## config.mk

```make
export PLATFORM = sky130hd
export DESIGN_NAME = bus_arbiter
export DESIGN_NICKNAME = d
export VERILOG_FILES = /design/src/rtl/bus_arbiter.sv
export SDC_FILE = /design/constraint.sdc
export NUM_CORES = 1
export LEC_CHECK = 0
export BUFFER_PORTS_ARGS = -buffer_cell sky130_fd_sc_hd__buf_2
export CAP_MARGIN = 20
export CORE_AREA = 4 4 41 43
export DETAILED_ROUTE_END_ITERATION = 8
export DIE_AREA = 0 0 45 47
export MAX_ROUTING_LAYER = met4
export PLACE_DENSITY = 0.55
export SKIP_LAST_GASP = 1
export SYNTH_ARGS = -nofsm -noshare
export SYNTH_HDL_FRONTEND = slang
export SYNTH_SLANG_ARGS = --single-unit
```

## constraint.sdc

```tcl
create_clock -name clk -period 1.9 [get_ports clk]
set_clock_uncertainty 0.2 [all_clocks]
set_input_delay 0.285 -clock clk [delete_from_list [all_inputs] [get_ports clk]]
set_output_delay 0.285 -clock clk [all_outputs]
set_load 0.05 [all_outputs]
```

## src/rtl/bus_arbiter.sv

```systemverilog
// Four-master round-robin bus arbiter with active-low request/grant lines.
// The current owner keeps the bus parked when idle; an optional hold limit forces handover.
module bus_arbiter #(
    parameter int unsigned MAX_HOLD = 0
) (
    input  logic       clk,
    input  logic       reset_,
    input  logic       m0_req_,
    input  logic       m1_req_,
    input  logic       m2_req_,
    input  logic       m3_req_,
    output logic       m0_grnt_,
    output logic       m1_grnt_,
    output logic       m2_grnt_,
    output logic       m3_grnt_,
    output logic [1:0] owner,
    output logic       arb_switch
);

    typedef enum logic [1:0] {
        OWN0 = 2'd0,
        OWN1 = 2'd1,
        OWN2 = 2'd2,
        OWN3 = 2'd3
    } state_t;

    localparam bit          HOLD_EN   = (MAX_HOLD != 0);
    localparam logic [15:0] HOLD_LAST = HOLD_EN ? 16'(MAX_HOLD - 1) : 16'd0;

    state_t      r_state;
    state_t      w_nextState;
    logic [15:0] r_hold;
    logic [15:0] w_nextHold;
    logic        r_switch;
    logic [3:0]  w_req;
    logic [1:0]  w_idx;
    logic        w_ownReq;
    logic        w_othersReq;
    logic        w_expired;
    logic        w_release;
    logic        w_found;

    assign w_req = ~{m3_req_, m2_req_, m1_req_, m0_req_};

    // The owner's own slot is searched last, so a preempted master only wins back as sole requester.
    always_comb begin
        w_ownReq    = w_req[r_state];
        w_othersReq = |(w_req & ~(4'b0001 << r_state));
        w_expired   = HOLD_EN && (r_hold >= HOLD_LAST) && w_ownReq;
        w_release   = !w_ownReq || (w_expired && w_othersReq);
        w_nextState = r_state;
        w_found     = 1'b0;
        w_idx       = 2'd0;
        if (w_release) begin
            for (int i = 1; i <= 4; i++) begin
                w_idx = r_state + 2'(i);
                if (!w_found && w_req[w_idx]) begin
                    w_nextState = state_t'(w_idx);
                    w_found     = 1'b1;
                end
            end
        end
        if ((w_nextState != r_state) || !w_ownReq)
            w_nextHold = 16'd0;
        else if (r_hold != 16'hFFFF)
            w_nextHold = r_hold + 16'd1;
        else
            w_nextHold = r_hold;
    end

    always_ff @(posedge clk) begin
        if (!reset_) begin
            r_state  <= OWN0;
            r_hold   <= 16'd0;
            r_switch <= 1'b0;
        end else begin
            r_state  <= w_nextState;
            r_hold   <= w_nextHold;
            r_switch <= (w_nextState != r_state);
        end
    end

    assign owner      = r_state;
    assign arb_switch = r_switch;
    assign m0_grnt_   = (r_state != OWN0);
    assign m1_grnt_   = (r_state != OWN1);
    assign m2_grnt_   = (r_state != OWN2);
    assign m3_grnt_   = (r_state != OWN3);

endmodule
```

Word level (Yosys, flattened, before mapping)

Index checks and enable logic that the tools add are counted.

Bitwise gates (word level): 1
$lt $le $gt $ge: 4
Muxes and demuxes: 19
Add/subtract/negate cells: 3
Reduce and logical (&&, ||, !) cells: 7
Equal/unequal tests: 4

Operator list:

| operator                                              | count |
|---|---|
| < comparator 2 x 3 -> 1 bit, second input constant    | 4 |
| 2-to-1 mux 1 bit                                      | 10 |
| 2-to-1 mux 2 bit                                      | 5 |
| binary-select mux 1 bit (select 2 bit)                | 4 |
| adder 2 bit, second input constant                    | 2 |
| inequality test 2 bit, second input constant          | 2 |
| NOT 4 bit                                             | 1 |
| logical AND 1 bit                                     | 3 |
| zero test 1 bit                                       | 3 |
| adder 2 x 1 -> 2 bit, second input constant           | 1 |
| inequality test 2 x 1 -> 1 bit, second input constant | 1 |
| inequality test 2 bit                                 | 1 |
| nonzero test 2 bit                                    | 1 |

Input port bits: 6
Logic and storage cells: 40
Output and inout port bits: 7
Bits in registers: 3

Logic depth before layout (Yosys ltp)

Depth in word-level cells: 18
Gate-level depth with buffers: 7
Gate-level depth less buffers: 6

Least setup slack after synthesis

Ideal clock, no wire load.

Path type: flip-flop to flip-flop
Start point: register r_state[0] (netlist: owner[0])
End point: register r_state[0] (netlist: owner[0])
Stages on the path, launching flop included: 8
Period minus slack after synthesis: 2.224 ns
Path buffers: 1
Library setup time: 0.122 ns
Arrival time: 1.902 ns
Path slack: -0.324 ns
Cells stage by stage: dfxtp_1 > buf_6 > inv_1 > ha_1 > mux4_1 > nor2b_4 > o21ai_1 > o311a_1

Cells in the longest elaborated chain, start to end: 17
Elaborated cells on any way between the ends: 28

RTL lines:

| item                                   | line | source |
|---|---|---|
| from (decl)                            | 30   | `state_t r_state;` |
| from (signal assigned)                 | 77   | `r_state <= w_nextState;` |
| adder 2 x 1 -> 2 bit                   | 56   | `w_idx = r_state + 2'(i);` |
| binary-select mux 1 bit (select 2 bit) | 57   | `if (!w_found && w_req[w_idx]) begin` |
| 2-to-1 mux 1 bit (implied by the code) | 57   |  |
| 2-to-1 mux 1 bit                       | 57   |  |
| 2-to-1 mux 1 bit                       | 54   | `if (w_release) begin` |
| zero test 1 bit                        | 57   |  |
| logical AND 1 bit                      | 57   |  |
| 2-to-1 mux 1 bit                       | 57   |  |
| 2-to-1 mux 1 bit                       | 54   |  |
| zero test 1 bit                        | 57   |  |
| logical AND 1 bit                      | 57   |  |
| 2-to-1 mux 1 bit                       | 57   |  |
| 2-to-1 mux 1 bit                       | 54   |  |
| zero test 1 bit                        | 57   |  |
| logical AND 1 bit                      | 57   |  |
| 2-to-1 mux 2 bit                       | 57   |  |
| 2-to-1 mux 2 bit (*)                   | 54   |  |

Every way passes the cells marked *; elsewhere a longest branch is shown, timed or not. The select of a mux whose other input is x is not followed.
A chain may end at the register's enable or synchronous reset.

Worst setup path after layout

Ends and elaborated chain as after synthesis.

==> flow_summary.ini <==
[timing]
grt_setup_unrepaired = false
min_period_over_period_pct = 94.0
finalHoldViolCount = 0
drv_slew = 0
tns_ps = 0
relSlewSlack_pct = 83.6
period_minus_slack_ps = 1790
setup_violations = 0
fmax_mhz = 560
tightest_slew_ps = 248

[cts]
cts_buffers = 3
clkSinkCount = 3
insertion_delay_ps = 230
htree_num_levels = 1
cts_tree = yes
postCtsHoldBufs = 0
cts_buffer_depth = 2
cts_root_buf = clkbuf_4
cts_resized = 0
clkTransAtPathRegs_ps = 40
post-cts-setup-buffers = 0

[grt]
grt_pass1_wl_um = 1000
grt-ovfl-total = 0
antenna_found_initial = 0
grt_pass1_vias = 256
track_usage_pct = 7.11
grt_max_degree = 15

[synth]
async_flop_share_pct = 0
synth_nets = 46
synth_ff_type = dfxtp_1
synth_most_common_cell = inv_1
synth.cell_area_um2 = 318
synth_area_leaders = dfxtp_1 (19%), ha_1 (16%), inv_1 (8.3%)
synth_seq_cells = 3
yosys-top-cells-count = inv_1 (7), ha_1 (4), dfxtp_1 (3), o21ai_0 (3)
syn_area_per_cell_um2 = 8.83
yosysUniqueCellTypes = 20
synth_edf_count = 0
synth_top_area_share_pct = 18.9
synth_top_area_cell = dfxtp_1
ys_seq_area_share_pct = 18.9
synthCells = 36
yosysWarnings = 0

[layout]
antenna_cells = 0
area.growth.synth_to_final_pct = 33.9
fillers = 157
multi_input_area_um2 = 229
fin_nets = 62
drive_gt1_share_pct = 45.1
ff_latch_area_um2 = 65.1

[floorplan]
std_cell_rows = 13
die_area_mm2 = 0.00212
die_h_um = 47
die_w_um = 45
core_mm2 = 0.00130
io_pins = 13
initial_core_util_pct = 24.4

[setup_path]
required_ps = 1810
reg2reg_setup_slack_ps = 110
reg2reg_from = owner[0]$_SDFF_PN0_
max_stage_delay_ps = 420
reg2reg_depth = 6
path_cells = inv_1 > ha_4 > mux4_2 > nor2b_4 > o21ai_1 > o311a_1
critPathMaxFanout = 14
worst_r2r_endpoint = owner[0]$_SDFF_PN0_
critPathBufInv = 1
cp.arrival_ps = 1700
cp_slowest_cell = dfxtp_4
cp.depth = 6
path_class = reg -> reg
cp-end-kind = flop
crit_family = flip-flops
critPathLaunchType = flop

[worst_hold_path]
min_path_cells = 3
hold_end = owner[1]$_SDFF_PN0_
hold_path_class = in -> reg
hold_path_startpoint = reset_

[place]
io_buffers = 12
gp_congestion = 0.678
hpwl_um = 517

[power_and_ir_drop]
power.density_mw_per_mm2 = 1120
ir_drop_uv = 283
power.leakage_nw = 0.201
total_power_mw = 0.476

[detailed_routing]
wl_per_cell_um = 10.1
vias = 306
vias_per_cell = 4.64
wl_um = 668
route.detailed.drc = 0
ant_nets = 0
drt_iter0_markers = 8
drtPass1Iterations = 4

[flow_run]
maxCapViolations = 0

[run_status]
status = complete, no violations
==> cells in the final DEF (no fill, tap or decap), drive strengths merged <==
cell,n
buf,12
inv,7
o21ai,4
ha,4
clkbuf,4
dfxtp,3
nand3,2
nand2,2
mux4,2
a21oi,2
and3,2
and2b,1
a22o,1
nor2,1
a221oi,1
nor2b,1
o311a,1
nand4,1
==> registers in the layout, summed over array words and instances (netlist names) <==
signal / flops
owner: 2
arb_switch: 1
==> report_power, final <==
part	internal (mW)	leakage (nW)	switching [mW]
clock network	0.0785	0.0150	0.0306
registers	0.0786	0.0258	0.0259
logic	0.0982	0.160	0.164
total	0.255	0.201	0.221
==> layer usage <==
layer / part of all wire, % / track usage [%]
met2: 49 / 9.04
met3: 8.5 / 3.45
met1: 42 / 8.47
met4: 0 / 5.26
met5: 0 / -
==> worst register-to-register path: stages, from the launching register on <==
cell and delay, ps:
dfxtp_4 420, inv_1 110, ha_4 290, mux4_2 320, nor2b_4 130, o21ai_1 70
o311a_1 120
==> worst max-delay path by stage <==
stage                             start             endpoint
global placement    owner[0]$_SDFF_PN0_  owner[1]$_SDFF_PN0_
CTS                 owner[0]$_SDFF_PN0_  owner[1]$_SDFF_PN0_
detailed placement  owner[0]$_SDFF_PN0_  owner[1]$_SDFF_PN0_
floorplan           owner[0]$_SDFF_PN0_  owner[0]$_SDFF_PN0_
finish              owner[0]$_SDFF_PN0_  owner[0]$_SDFF_PN0_
global route        owner[0]$_SDFF_PN0_  owner[0]$_SDFF_PN0_
==> cell type report <==
class | instances | area share, %
clock buffer | 4 | 6.18
inverter | 7 | 6.18
multi-input combinational | 25 | 53.8
sequential | 3 | 15.3
tap | 15 | 4.41
timing repair buffer | 12 | 14.1
==> stage by stage <==
stage	hold WS [ps]	utilization [%]	cell area (um2)	instances	setup slack, ps
final	97.1	32.7	425	66	114
after global routing	94.1	32.7	425	66	37.4
after CTS	95.5	32.7	425	66	90.4
after detailed placement	339	30.7	399	62	103
after global placement	335	30.7	399	62	124
after floorplan	196	-	332	36	24.0
==> cells by family after synthesis <==
logic type / synth area share, %
buf+inv: 11.8
fa+ha+maj: 15.7
mux: 15.4
simple gates: 20.1
flops: 18.9
compound gates: 18.1
No activity file was read; power rests on OpenSTA's default activity.
